`src/rtl/wrapper_test_hvsync.sv`:
```
// VGA test-pattern source: 2:1 pixel strobe, 800x525 raster timing, colour bars
// with a white border, a key-driven paddle and a colour-invert key.
module wrapper_test_hvsync #(
  parameter int PADDLE_W    = 64,
  parameter int PADDLE_STEP = 4,
  parameter int PADDLE_Y0   = 440,
  parameter int PADDLE_H    = 16,
  parameter int PADDLE_X0   = 288,
  parameter int H_VIS       = 640,
  parameter int H_FP        = 16,
  parameter int H_SYNC      = 96,
  parameter int H_BP        = 48,
  parameter int V_VIS       = 480,
  parameter int V_FP        = 10,
  parameter int V_SYNC      = 2,
  parameter int V_BP        = 33,
  parameter int BAR_W       = 80
) (
  input  logic       clk,
  input  logic       reset,
  input  logic [3:0] keys,
  output logic       hsync,
  output logic       vsync,
  output logic [2:0] rgb
);

  localparam logic [9:0] H_LAST     = 10'(H_VIS + H_FP + H_SYNC + H_BP - 1);
  localparam logic [9:0] V_LAST     = 10'(V_VIS + V_FP + V_SYNC + V_BP - 1);
  localparam logic [9:0] H_VIS_L    = 10'(H_VIS);
  localparam logic [9:0] V_VIS_L    = 10'(V_VIS);
  localparam logic [9:0] H_VIS_LAST = 10'(H_VIS - 1);
  localparam logic [9:0] V_VIS_LAST = 10'(V_VIS - 1);
  localparam logic [9:0] HS_START   = 10'(H_VIS + H_FP);
  localparam logic [9:0] HS_END     = 10'(H_VIS + H_FP + H_SYNC);
  localparam logic [9:0] VS_START   = 10'(V_VIS + V_FP);
  localparam logic [9:0] VS_END     = 10'(V_VIS + V_FP + V_SYNC);
  localparam logic [9:0] PX_MAX     = 10'(H_VIS - PADDLE_W);
  localparam logic [9:0] PX_RST     = 10'(PADDLE_X0);
  localparam logic [9:0] STEP       = 10'(PADDLE_STEP);
  localparam logic [9:0] PW         = 10'(PADDLE_W);
  localparam logic [9:0] PY0        = 10'(PADDLE_Y0);
  localparam logic [9:0] PY1        = 10'(PADDLE_Y0 + PADDLE_H);
  localparam logic [9:0] BAR_LAST   = 10'(BAR_W - 1);

  logic       clk_div;
  logic       pix_en;
  logic [9:0] hcount, vcount, px;
  logic [9:0] bar_pos;
  logic [2:0] bar_idx;
  logic [3:0] key_meta, key_sync;
  logic       h_wrap, v_wrap;
  logic       visible, border, in_paddle;
  logic [2:0] base_rgb, pix_rgb;
  logic [9:0] px_left, px_right;

  always_ff @(posedge clk) begin
    if (!reset) clk_div <= 1'b0;
    else        clk_div <= ~clk_div;
  end

  assign pix_en = ~clk_div;

  always_ff @(posedge clk) begin
    if (!reset) begin
      key_meta <= '0;
      key_sync <= '0;
    end else begin
      key_meta <= keys;
      key_sync <= key_meta;
    end
  end

  assign h_wrap = (hcount == H_LAST);
  assign v_wrap = (vcount == V_LAST);

  // bar_idx tracks hcount/BAR_W incrementally, avoiding a divider.
  always_ff @(posedge clk) begin
    if (!reset) begin
      hcount  <= '0;
      vcount  <= '0;
      bar_pos <= '0;
      bar_idx <= '0;
    end else if (pix_en) begin
      if (h_wrap) begin
        hcount  <= '0;
        vcount  <= v_wrap ? 10'd0 : vcount + 10'd1;
        bar_pos <= '0;
        bar_idx <= '0;
      end else begin
        hcount <= hcount + 10'd1;
        if (bar_pos == BAR_LAST) begin
          bar_pos <= '0;
          bar_idx <= bar_idx + 3'd1;
        end else begin
          bar_pos <= bar_pos + 10'd1;
        end
      end
    end
  end

  always_comb begin
    visible   = (hcount < H_VIS_L) && (vcount < V_VIS_L);
    border    = (hcount == 10'd0) || (hcount == H_VIS_LAST) ||
                (vcount == 10'd0) || (vcount == V_VIS_LAST);
    in_paddle = (hcount >= px) && (hcount < px + PW) &&
                (vcount >= PY0) && (vcount < PY1);
    base_rgb  = bar_idx;
    if (border)         base_rgb = 3'b111;
    else if (in_paddle) base_rgb = 3'b000;
    pix_rgb = 3'b000;
    if (visible) pix_rgb = key_sync[3] ? ~base_rgb : base_rgb;
  end

  // Outputs describe the pixel the counters point at before they advance.
  always_ff @(posedge clk) begin
    if (!reset) begin
      hsync <= 1'b1;
      vsync <= 1'b1;
      rgb   <= 3'b000;
    end else if (pix_en) begin
      hsync <= !((hcount >= HS_START) && (hcount < HS_END));
      vsync <= !((vcount >= VS_START) && (vcount < VS_END));
      rgb   <= pix_rgb;
    end
  end

  assign px_left  = (px >= STEP) ? px - STEP : 10'd0;
  assign px_right = (px + STEP > PX_MAX) ? PX_MAX : px + STEP;

  // Paddle moves once per frame, at the first blank line, so a frame never tears.
  always_ff @(posedge clk) begin
    if (!reset) begin
      px <= PX_RST;
    end else if (pix_en && hcount == 10'd0 && vcount == V_VIS_L) begin
      if (key_sync[2]) begin
        px <= PX_RST;
      end else begin
        case (key_sync[1:0])
          2'b01:   px <= px_left;
          2'b10:   px <= px_right;
          default: px <= px;
        endcase
      end
    end
  end

endmodule

```
`config.mk`:
```
export PLATFORM = sky130hd
export DESIGN_NAME = wrapper_test_hvsync
export DESIGN_NICKNAME = d
export VERILOG_FILES = /design/src/rtl/wrapper_test_hvsync.sv
export SDC_FILE = /design/constraint.sdc
export NUM_CORES = 1
export LEC_CHECK = 0
export ABC_AREA = 1
export CAP_MARGIN = 0
export CORE_UTILIZATION = 55
export DETAILED_ROUTE_END_ITERATION = 8
export PLACE_DENSITY = 0.75
export RECOVER_POWER = 50
export SLEW_MARGIN = 20
export SYNTH_ARGS = -nofsm -noshare
export SYNTH_HDL_FRONTEND = slang
export SYNTH_SLANG_ARGS = --single-unit
```
`constraint.sdc`:
```
create_clock -name clk -period 5.3 [get_ports clk]
set_input_delay 1.06 -clock clk [delete_from_list [all_inputs] [get_ports clk]]
set_output_delay 1.06 -clock clk [all_outputs]
set_load 0.005 [all_outputs]
```
==> results_dict.tcl, run 1 <==
set metrics [dict create \
    outcome "completed" \
    cts_resized 0 \
    drc 0 \
    yosysTopAreaCellShare_pct 32.65 \
    finalPower_mw 0.7308 \
    drv_slew 0 \
    synthTopCellsByCount "nand2_1, nor2_1, inv_1" \
    regToRegSetupSlack_ps 2880 \
    path_class "input pin to flip-flop" \
    antenna_cells 0 \
    reg2regPathDepth 15 \
    place_ws_ps 2536 \
    synth_edf_count 0 \
    syn_avg_cell_area_um2 7.084 \
    fmax_mhz 302.8 \
    rr_endpoint "rgb[0]$_SDFFE_PN0N_" \
    max_slew_margin_pct 30.56 \
    yosys.cell_types.count 42 \
    cts_buffer_depth 2 \
    hold_depth 2 \
    p_sw_mw 0.1811 \
    rsz0062_at_grt "no" \
    drt_wl_total_um 7237 \
    drive_gt1_share_pct 7.819 \
    postLayoutCoreUtil_pct 61.16 \
    vias_per_cell 5.428 \
    max_cap_violations 0 \
    clk_pin_slew_ps 100 \
    row_count 28 \
    io_buffers 10 \
    synth_ff_type "dfxtp_1" \
    setup_violations 0 \
    synthTopCellsByArea "dfxtp_1, nand2_1, ha_1" \
    start_util_pct 56.95 \
    ant_nets 0 \
    critPathRequiredTime_ps 5520 \
    fin_crit_ps 3302 \
    wire_per_inst_um 12.90 \
    hold_start "key_meta[3]$_SDFF_PN0_" \
    syn_area_um2 3372 \
    syn-num-nets 506 \
    drtPass1Iterations 4 \
    drt_iter0_markers 202 \
    timing.rr.start "px[6]$_SDFFE_PN0P_" \
    layout_setup_ws_ps 1998 \
    die_w_um 80.30 \
    vias 3045 \
    track_usage_pct 24.54 \
    combPwrFrac_pct 7.1 \
    num-nets-final 516 \
    synth.most_common_cell "nand2_1" \
    p_clk_share_pct 33.7 \
    p_leak_nw 1.553 \
    hold_viol_final 0 \
    cts-buffers-inserted 5 \
    fin_crit_sh_pct 62.31 \
    ys_seq_elements 55 \
    intPower_mw 0.5498 \
    yosys_warnings 0 \
    synth_cells 476 \
    critPathMaxFanout 23 \
    area_growth_pct 7.384 \
    ys_seq_area_share_pct 32.65 \
    ios 11 \
    peakVddDrop_mv 0.1733 \
    worst_pin_slew_ps 1042 \
    core_um2 5921 \
    dp_hpwl_um 5465 \
    end_kind "flip-flop" \
    p_sw_share_pct 24.77 \
    cts.hold.buffers_added 0 \
    cellPowerDensity_nw_per_um2 201.8 \
    grt_max_degree 24 \
    clk_latency_ps 310 \
    hp-class "flip-flop to flip-flop" \
    die_h_um 80.30 \
    cp_data_arrival_time_ps 3520 \
    clockRootBuffer "clkbuf_8" \
    grt_pass1_vias 2744 \
    htreeDepth 2 \
    place_congestion 0.9029 \
    tns_ps 0 \
    start_kind "input pin" \
    hold-path-endpoint "key_sync[3]$_SDFF_PN0_" \
    cts_setup_buffers 0 \
    synth_top_area_cell "dfxtp_1" \
    grt_overflow 0 \
    synth_async_sr_flop_share_pct 0 \
    numClockSinks 55 \
    grt_first_pass_wirelength_um 12270 \
    fin_skew_ps 8.130 \
    p_seq_share_pct 59.2 \
    cts_tree "yes" \
    place_area_um2 3533 \
    antenna_found_initial 0 \
    die_area_um2 6448 \
    finalInstanceArea_um2 3621 \
]
==> registers in the layout, indices dropped and copies added (netlist names) <==
signal	count
clk_div	1
key_meta	4
vcount	10
vsync	1
key_sync	4
bar_idx	3
hsync	1
bar_pos	10
rgb	3
hcount	10
px	8
==> how the worst max path moves through the flow <==
| stage | end | start |
|---|---|---|
| after floorplan | rgb[0]$_SDFFE_PN0N_ | px[7]$_SDFFE_PN0P_ |
| after global placement | bar_pos[6]$_SDFFE_PN0N_ | reset |
| after detailed placement | bar_pos[6]$_SDFFE_PN0N_ | reset |
| after CTS | bar_pos[6]$_SDFFE_PN0N_ | reset |
| after global routing | bar_pos[6]$_SDFFE_PN0N_ | reset |
| final | bar_pos[6]$_SDFFE_PN0N_ | reset |
==> placed cells by master (no fill, tap or decap), types with 2 or more instances in the layout <==
master	count
o21ai_0	17
a21oi_2	3
and3_1	2
nor3b_1	4
ha_1	24
inv_2	7
nand3_2	4
nand3_1	35
nand4_1	10
clkbuf_8	6
nor2_1	58
dfxtp_1	55
nor4_1	3
a31oi_1	2
a21oi_1	27
nand2_2	3
nand3_4	2
o31ai_1	3
clkdlybuf4s50_1	9
nor3_1	12
inv_1	57
xnor2_1	3
nand2_1	101
nor2_4	5
xor2_1	15
==> through the flow <==
step	cells	hold WS, ps
after CTS	561	424.5
after floorplan	476	390.5
after detailed placement	554	401.2
after global placement	554	393.6
after global routing	561	449.0
final	561	415.5
==> final cells by class <==
type	instances	area, µm²
well taps	75	93.84
inverters	64	240.2
fillers	563	2300
flip-flops and latches	55	1101
multi-input cells	349	1991
repair buffers	11	103.9
clock buffers	6	82.58
clock inverters	1	8.758
==> routing by layer <==
layer  routed length (µm)  vias to the layer above  share of wire (%)  global-route usage [%]
met3                  293                        8                4.0                   3.864
li1                     -                     1577                  -                       -
met1                 3484                     1382                 48                   32.20
met4                  108                        0                1.5                   8.750
met5                    0                        -                  0                       0
met2                 3351                       78                 46                   40.51
==> kinds of logic (layout without fill, tap and decap cells) <==
| family | Yosys count | after routing | synth area share (%) |
|---|---|---|---|
| AND/OR/NAND/NOR | 246 | 246 | 34.88 |
| buffers and inverters | 72 | 82 | 8.312 |
| AO/OA/AOI/OAI | 61 | 61 | 10.58 |
| flip-flops | 55 | 55 | 32.65 |
| adder cells (fa/ha/maj) | 24 | 24 | 8.905 |
| XOR/XNOR | 18 | 18 | 4.676 |
==> critical path: stages <==
cell           delay [ps]
dlygate4sd3_1         520
clkbuf_1              770
inv_1                 570
nor2_1                250
nand3_1               100
a221oi_1              260
==> power groups by stage <==
stage	Clock, mW	Combinational (mW)	Sequential (mW)
global route	0.266	0.0589	0.435
global placement	0	0.0507	0.442
floorplan	0	0.0380	0.438
CTS	0.251	0.0528	0.433
finish	0.247	0.0517	0.433
detailed placement	0	0.0523	0.442
Note: power is estimated with default switching activity, not from simulation.
==> run 2, diff against run 1 <==
--- a/config.mk
+++ b/config.mk
@@ -9,7 +9,7 @@
 export CAP_MARGIN = 0
 export CORE_UTILIZATION = 55
 export DETAILED_ROUTE_END_ITERATION = 8
-export PLACE_DENSITY = 0.75
+export PLACE_DENSITY = 0.78
 export RECOVER_POWER = 50
 export SLEW_MARGIN = 20
 export SYNTH_ARGS = -nofsm -noshare
==> constraint.sdc (replaced) <==
create_clock -name clk -period 2.9 [get_ports clk]
set_input_delay 0.58 -clock clk [delete_from_list [all_inputs] [get_ports clk]]
set_output_delay 0.58 -clock clk [all_outputs]
set_load 0.005 [all_outputs]
==> run 2 against run 1 <==
Largest power group unchanged. Combinational power rose by 84%. Highest routed layer unchanged. Flip-flop and latch count unchanged. Worst setup slack worse by 1400 ps. Core utilization is the same. Sequential share of layout area unchanged. Via count is 2.9% higher. Wire length up 2.9%. Non-clock buffer count is 1 higher. First-iteration DRC count up 12%. Sequential power grew 83%. Clock skew is 0.56 ps lower. Die area did not move.
==> results_dict.tcl, run 2 (same netlist as run 1, synthesis figures left out) <==
set metrics [dict create \
    vias 3134 \
    num-nets-final 517 \
    setup_violations 0 \
    drc 0 \
    cts_setup_buffers 0 \
    io_buffers 10 \
    cts_tree "yes" \
    clk_pin_slew_ps 110 \
    drtPass1Iterations 5 \
    critPathRequiredTime_ps 3150 \
    clk_latency_ps 320 \
    die_area_um2 6448 \
    htreeDepth 2 \
    ios 11 \
    ant_nets 0 \
    outcome "completed" \
    hold_viol_final 0 \
    p_leak_nw 1.558 \
    grt_overflow 0 \
    antenna_found_initial 0 \
    cts_resized 0 \
    start_kind "flip-flop" \
    row_count 28 \
    path_class "flip-flop to flip-flop" \
    cellPowerDensity_nw_per_um2 375.7 \
    fin_crit_sh_pct 80.95 \
    place_congestion 0.9025 \
    numClockSinks 55 \
    placed_cells 555 \
    track_usage_pct 24.93 \
    drv_slew 0 \
    fin_skew_ps 7.570 \
    final_common_cell "nand2_1" \
    cts-buffers-inserted 5 \
    max_cap_violations 0 \
    fin_crit_ps 2347 \
    die_w_um 80.30 \
    dp_hpwl_um 5536 \
    max_slew_margin_pct 39.26 \
    clockRootBuffer "clkbuf_8" \
    drt_wl_total_um 7449 \
    hp-class "flip-flop to flip-flop" \
    drt_iter0_markers 226 \
    critPathMaxFanout 6 \
    grt_max_degree 19 \
    wire_per_inst_um 13.23 \
    core_um2 5921 \
    grt_pass1_vias 2836 \
    holdWs_ps 420.4 \
    rsz0062_at_grt "no" \
    antenna_cells 0 \
    cts_buffer_depth 2 \
    cts.hold.buffers_added 0 \
    cp_data_arrival_time_ps 2590 \
    area_growth_pct 7.384 \
    start_util_pct 56.95 \
    end_kind "flip-flop" \
    drive_gt1_share_pct 7.377 \
    grt_first_pass_wirelength_um 12660 \
    die_h_um 80.30 \
    vias_per_cell 5.567 \
    finalNonFillerCells 563 \
    worst_pin_slew_ps 911.0 \
    fmax_mhz 426.0 \
    mostFrequentLayoutCells "nand2_1, nor2_1, inv_1" \
    largestRegisters "bar_pos x10, hcount x10, vcount x10" \
    peakVddDrop_mv 0.3101 \
    tns_ps 0 \
]
==> run 2: layer usage <==
metal  routed length (µm)  track usage, %
met5                    0               0
met4                   85           4.464
met3                  380           4.545
met2                 3513           42.65
met1                 3469           32.85
==> run 2: path summary, 6_finish.rpt <==
| check | startpoint | to | slack (ps) | depth (start not counted) |
|---|---|---|---|---|
| max | px[7]$_SDFFE_PN0P_ | rgb[0]$_SDFFE_PN0N_ | 550 | 15 |
| min | key_meta[0]$_SDFF_PN0_ | key_sync[0]$_SDFF_PN0_ | 420 | 2 |
| min reg2reg | key_meta[0]$_SDFF_PN0_ | key_sync[0]$_SDFF_PN0_ | 420 | 2 |
| max reg2reg | px[7]$_SDFFE_PN0P_ | rgb[0]$_SDFFE_PN0N_ | 550 | 15 |
==> run 2: final cells by class <==
type | count | area, µm²
well taps | 75 | 93.84
inverters | 64 | 240.2
flip-flops and latches | 55 | 1101
multi-input cells | 349 | 1976
fillers | 536 | 2300
repair buffers | 12 | 107.6
clock buffers | 6 | 82.58
clock inverters | 2 | 20.02
==> run 2: report_power, final <==
part	internal [mW]	switching, mW	leakage [nW]
Sequential	0.774	0.0175	0.447
Combinational	0.0367	0.0582	1.06
Clock	0.202	0.272	0.0533
==> run 2: worst max-delay path, stage by stage, from the launching register on <==
cell,delay (ps)
dfxtp_1,450
inv_1,130
nor3_2,230
xor2_1,190
ha_1,270
nand2_1,80
inv_1,50
a21oi_1,130
nand2_1,60
nor2_1,80
nand3_1,150
nand2_1,130
nand2_1,50
nand2_1,80
nand3_1,70
a21oi_1,140
==> run 2: stage by stage <==
step                      setup WS [ps]  power (mW)  utilization [%]  instance area [µm²]
after floorplan                   944.3      0.8709                -                 3372
after global placement            760.5      0.9025            59.81                 3541
after detailed placement          611.3      0.9058            59.81                 3541
after CTS                         589.5       1.375            61.54                 3643
after global routing              352.2       1.412            61.16                 3621
final                             552.6       1.360            61.16                 3621
==> run 3, diff against run 2 <==
--- a/config.mk
+++ b/config.mk
@@ -9,7 +9,7 @@
 export CAP_MARGIN = 0
 export CORE_UTILIZATION = 55
 export DETAILED_ROUTE_END_ITERATION = 8
-export PLACE_DENSITY = 0.78
+export PLACE_DENSITY = 0.75
 export RECOVER_POWER = 50
 export SLEW_MARGIN = 20
 export SYNTH_ARGS = -nofsm -noshare
==> constraint.sdc (replaced) <==
create_clock -name clk -period 2.3 [get_ports clk]
set_input_delay 0.46 -clock clk [delete_from_list [all_inputs] [get_ports clk]]
set_output_delay 0.46 -clock clk [all_outputs]
set_load 0.005 [all_outputs]
==> run 3 against run 2 <==
Hold slack gained 3.8 ps. Global-route usage fell by 0.18 points. Largest power group unchanged. Clock skew grew 6.7 ps. Count of clock-buffer cells in the layout is 1 lower. Highest routed layer unchanged. Fmax up 7.0%. Critical path depth did not move. Largest cell class unchanged. Cell count grew 1.6%. Sequential power up 25%. Via count shrank 0.64%.
==> results_dict.tcl, run 3 (same netlist as run 1, synthesis figures left out) <==
set metrics [dict create \
    max_cap_violations 0 \
    die_h_um 80.30 \
    grt_max_degree 18 \
    place_area_um2 3571 \
    numClockSinks 55 \
    num-nets-final 526 \
    rsz0062_at_grt "yes" \
    layout_setup_ws_ps 106.1 \
    core_um2 5921 \
    cts-buffers-inserted 5 \
    antenna_found_initial 0 \
    p_clk_share_pct 33.1 \
    setup_violations 0 \
    dp_hpwl_um 5655 \
    combPwrFrac_pct 8.1 \
    hold_viol_final 0 \
    vias 3114 \
    clockRootBuffer "clkbuf_8" \
    drv_slew 0 \
    drc 0 \
    holdWs_ps 424.2 \
    wire_per_inst_um 13.12 \
    cts_buffer_depth 2 \
    fillers 542 \
    critPathMaxFanout 7 \
    p_sw_mw 0.4370 \
    grt_pass1_vias 2766 \
    die_w_um 80.30 \
    outcome "completed" \
    clk_pin_slew_ps 110 \
    placed_cells 559 \
    path_class "flip-flop to flip-flop" \
    start_kind "flip-flop" \
    place_ws_ps 65.77 \
    mostFrequentLayoutCells "nand2_1, nor2_1, inv_1" \
    htreeDepth 2 \
    cts_tree "yes" \
    reg2regPathDepth 15 \
    grt_overflow 0 \
    io_buffers 10 \
    drive_gt1_share_pct 12.47 \
    peakVddDrop_mv 0.5268 \
    area_growth_pct 10.69 \
    fin_crit_ps 2194 \
    track_usage_pct 24.75 \
    p_leak_nw 1.623 \
    hold_depth 2 \
    finalPower_mw 1.678 \
    vias_per_cell 5.444 \
    place_congestion 0.9174 \
    hp-class "flip-flop to flip-flop" \
    drt_iter0_markers 209 \
    critPathRequiredTime_ps 2570 \
    antenna_cells 0 \
    die_area_um2 6448 \
    fin_skew_ps 14.32 \
    final_common_cell "nand2_1" \
    row_count 28 \
    finalInstanceArea_um2 3732 \
    cp_data_arrival_time_ps 2460 \
    drt_wl_total_um 7504 \
    drtPass1Iterations 4 \
    worst_pin_slew_ps 615.0 \
    p_sw_share_pct 26.04 \
    ios 11 \
    cellPowerDensity_nw_per_um2 449.6 \
    p_seq_share_pct 58.9 \
    intPower_mw 1.241 \
    end_kind "flip-flop" \
    start_util_pct 56.95 \
    ant_nets 0 \
    max_slew_margin_pct 58.72 \
    grt_first_pass_wirelength_um 12290 \
    fin_crit_sh_pct 95.39 \
    largestRegisters "bar_pos x10, hcount x10, vcount x10" \
    fmax_mhz 455.8 \
    clk_latency_ps 320 \
    finalNonFillerCells 572 \
]
==> run 3: cell count changes in the layout (fill, tap and decap cells not counted), sizes merged <==
cell | previous run | this run
buf | 0 | 10
clkbuf | 8 | 6
clkinv | 1 | 2
==> run 3: worst max-delay path, cell delays in order, from the launching register on <==
cell and delay (ps):
dfxtp_4 390, inv_4 60, ha_1 280, inv_1 40, ha_1 280, nand2_1 70
nand2_1 50, a21oi_1 150, nand2_1 80, nor2_2 120, nand3_2 140, nand2_2 110
nand2_2 60, nand2_2 90, nand3_2 60, a21oi_2 150
==> run 3: per-layer routing <==
metal  wire [µm]  GRT usage, %
met5           0             0
met2        3540         41.03
met3         287         3.864
met1        3473         32.34
met4         204         8.929
==> run 3: area by class of cell <==
| type | count | area (µm²) | share of cell area (%) |
|---|---|---|---|
| Multi-Input combinational cell | 349 | 2014 | 53.97 |
| Sequential cell | 55 | 1112 | 29.80 |
| Inverter | 64 | 245.2 | 6.571 |
| Timing Repair Buffer | 21 | 178.9 | 4.794 |
| Tap cell | 75 | 93.84 | 2.514 |
| Clock buffer | 5 | 68.82 | 1.844 |
| Clock inverter | 3 | 18.77 | 0.5028 |
==> run 3: power groups by stage <==
stage / Combinational [mW] / Clock, mW / Sequential, mW
2_1_floorplan: 0.0876 / 0 / 1.01
3_3_place_gp: 0.131 / 0 / 1.01
3_5_place_dp: 0.136 / 0 / 1.01
4_1_cts: 0.137 / 0.574 / 0.992
5_1_grt: 0.153 / 0.612 / 0.992
6_report: 0.136 / 0.555 / 0.988
==> run 3: timing repair <==
item / CTS / global route
hold buffers: 0 / 0
setup endpoints to repair: 0 / 3
gates resized for setup: 0 / 23
buffers inserted: 0 / 5
==> run 3: path summary, 6_finish.rpt <==
path                            slack [ps]                      to                    from
worst min register to register         420  key_sync[2]$_SDFF_PN0_  key_meta[2]$_SDFF_PN0_
worst min-delay path                   420  key_sync[2]$_SDFF_PN0_  key_meta[2]$_SDFF_PN0_
worst max register to register         110     rgb[1]$_SDFFE_PN0N_      px[6]$_SDFFE_PN0P_
worst max-delay path                   110     rgb[1]$_SDFFE_PN0N_      px[6]$_SDFFE_PN0P_
==> run 3: stage by stage <==
| stage | setup TNS [ps] | util, % |
|---|---|---|
| after global placement | 0 | 60.31 |
| after CTS | 0 | 61.79 |
| final | 0 | 63.04 |
| after floorplan | 0 | - |
| after detailed placement | 0 | 60.31 |
| after global routing | -208.9 | 63.04 |
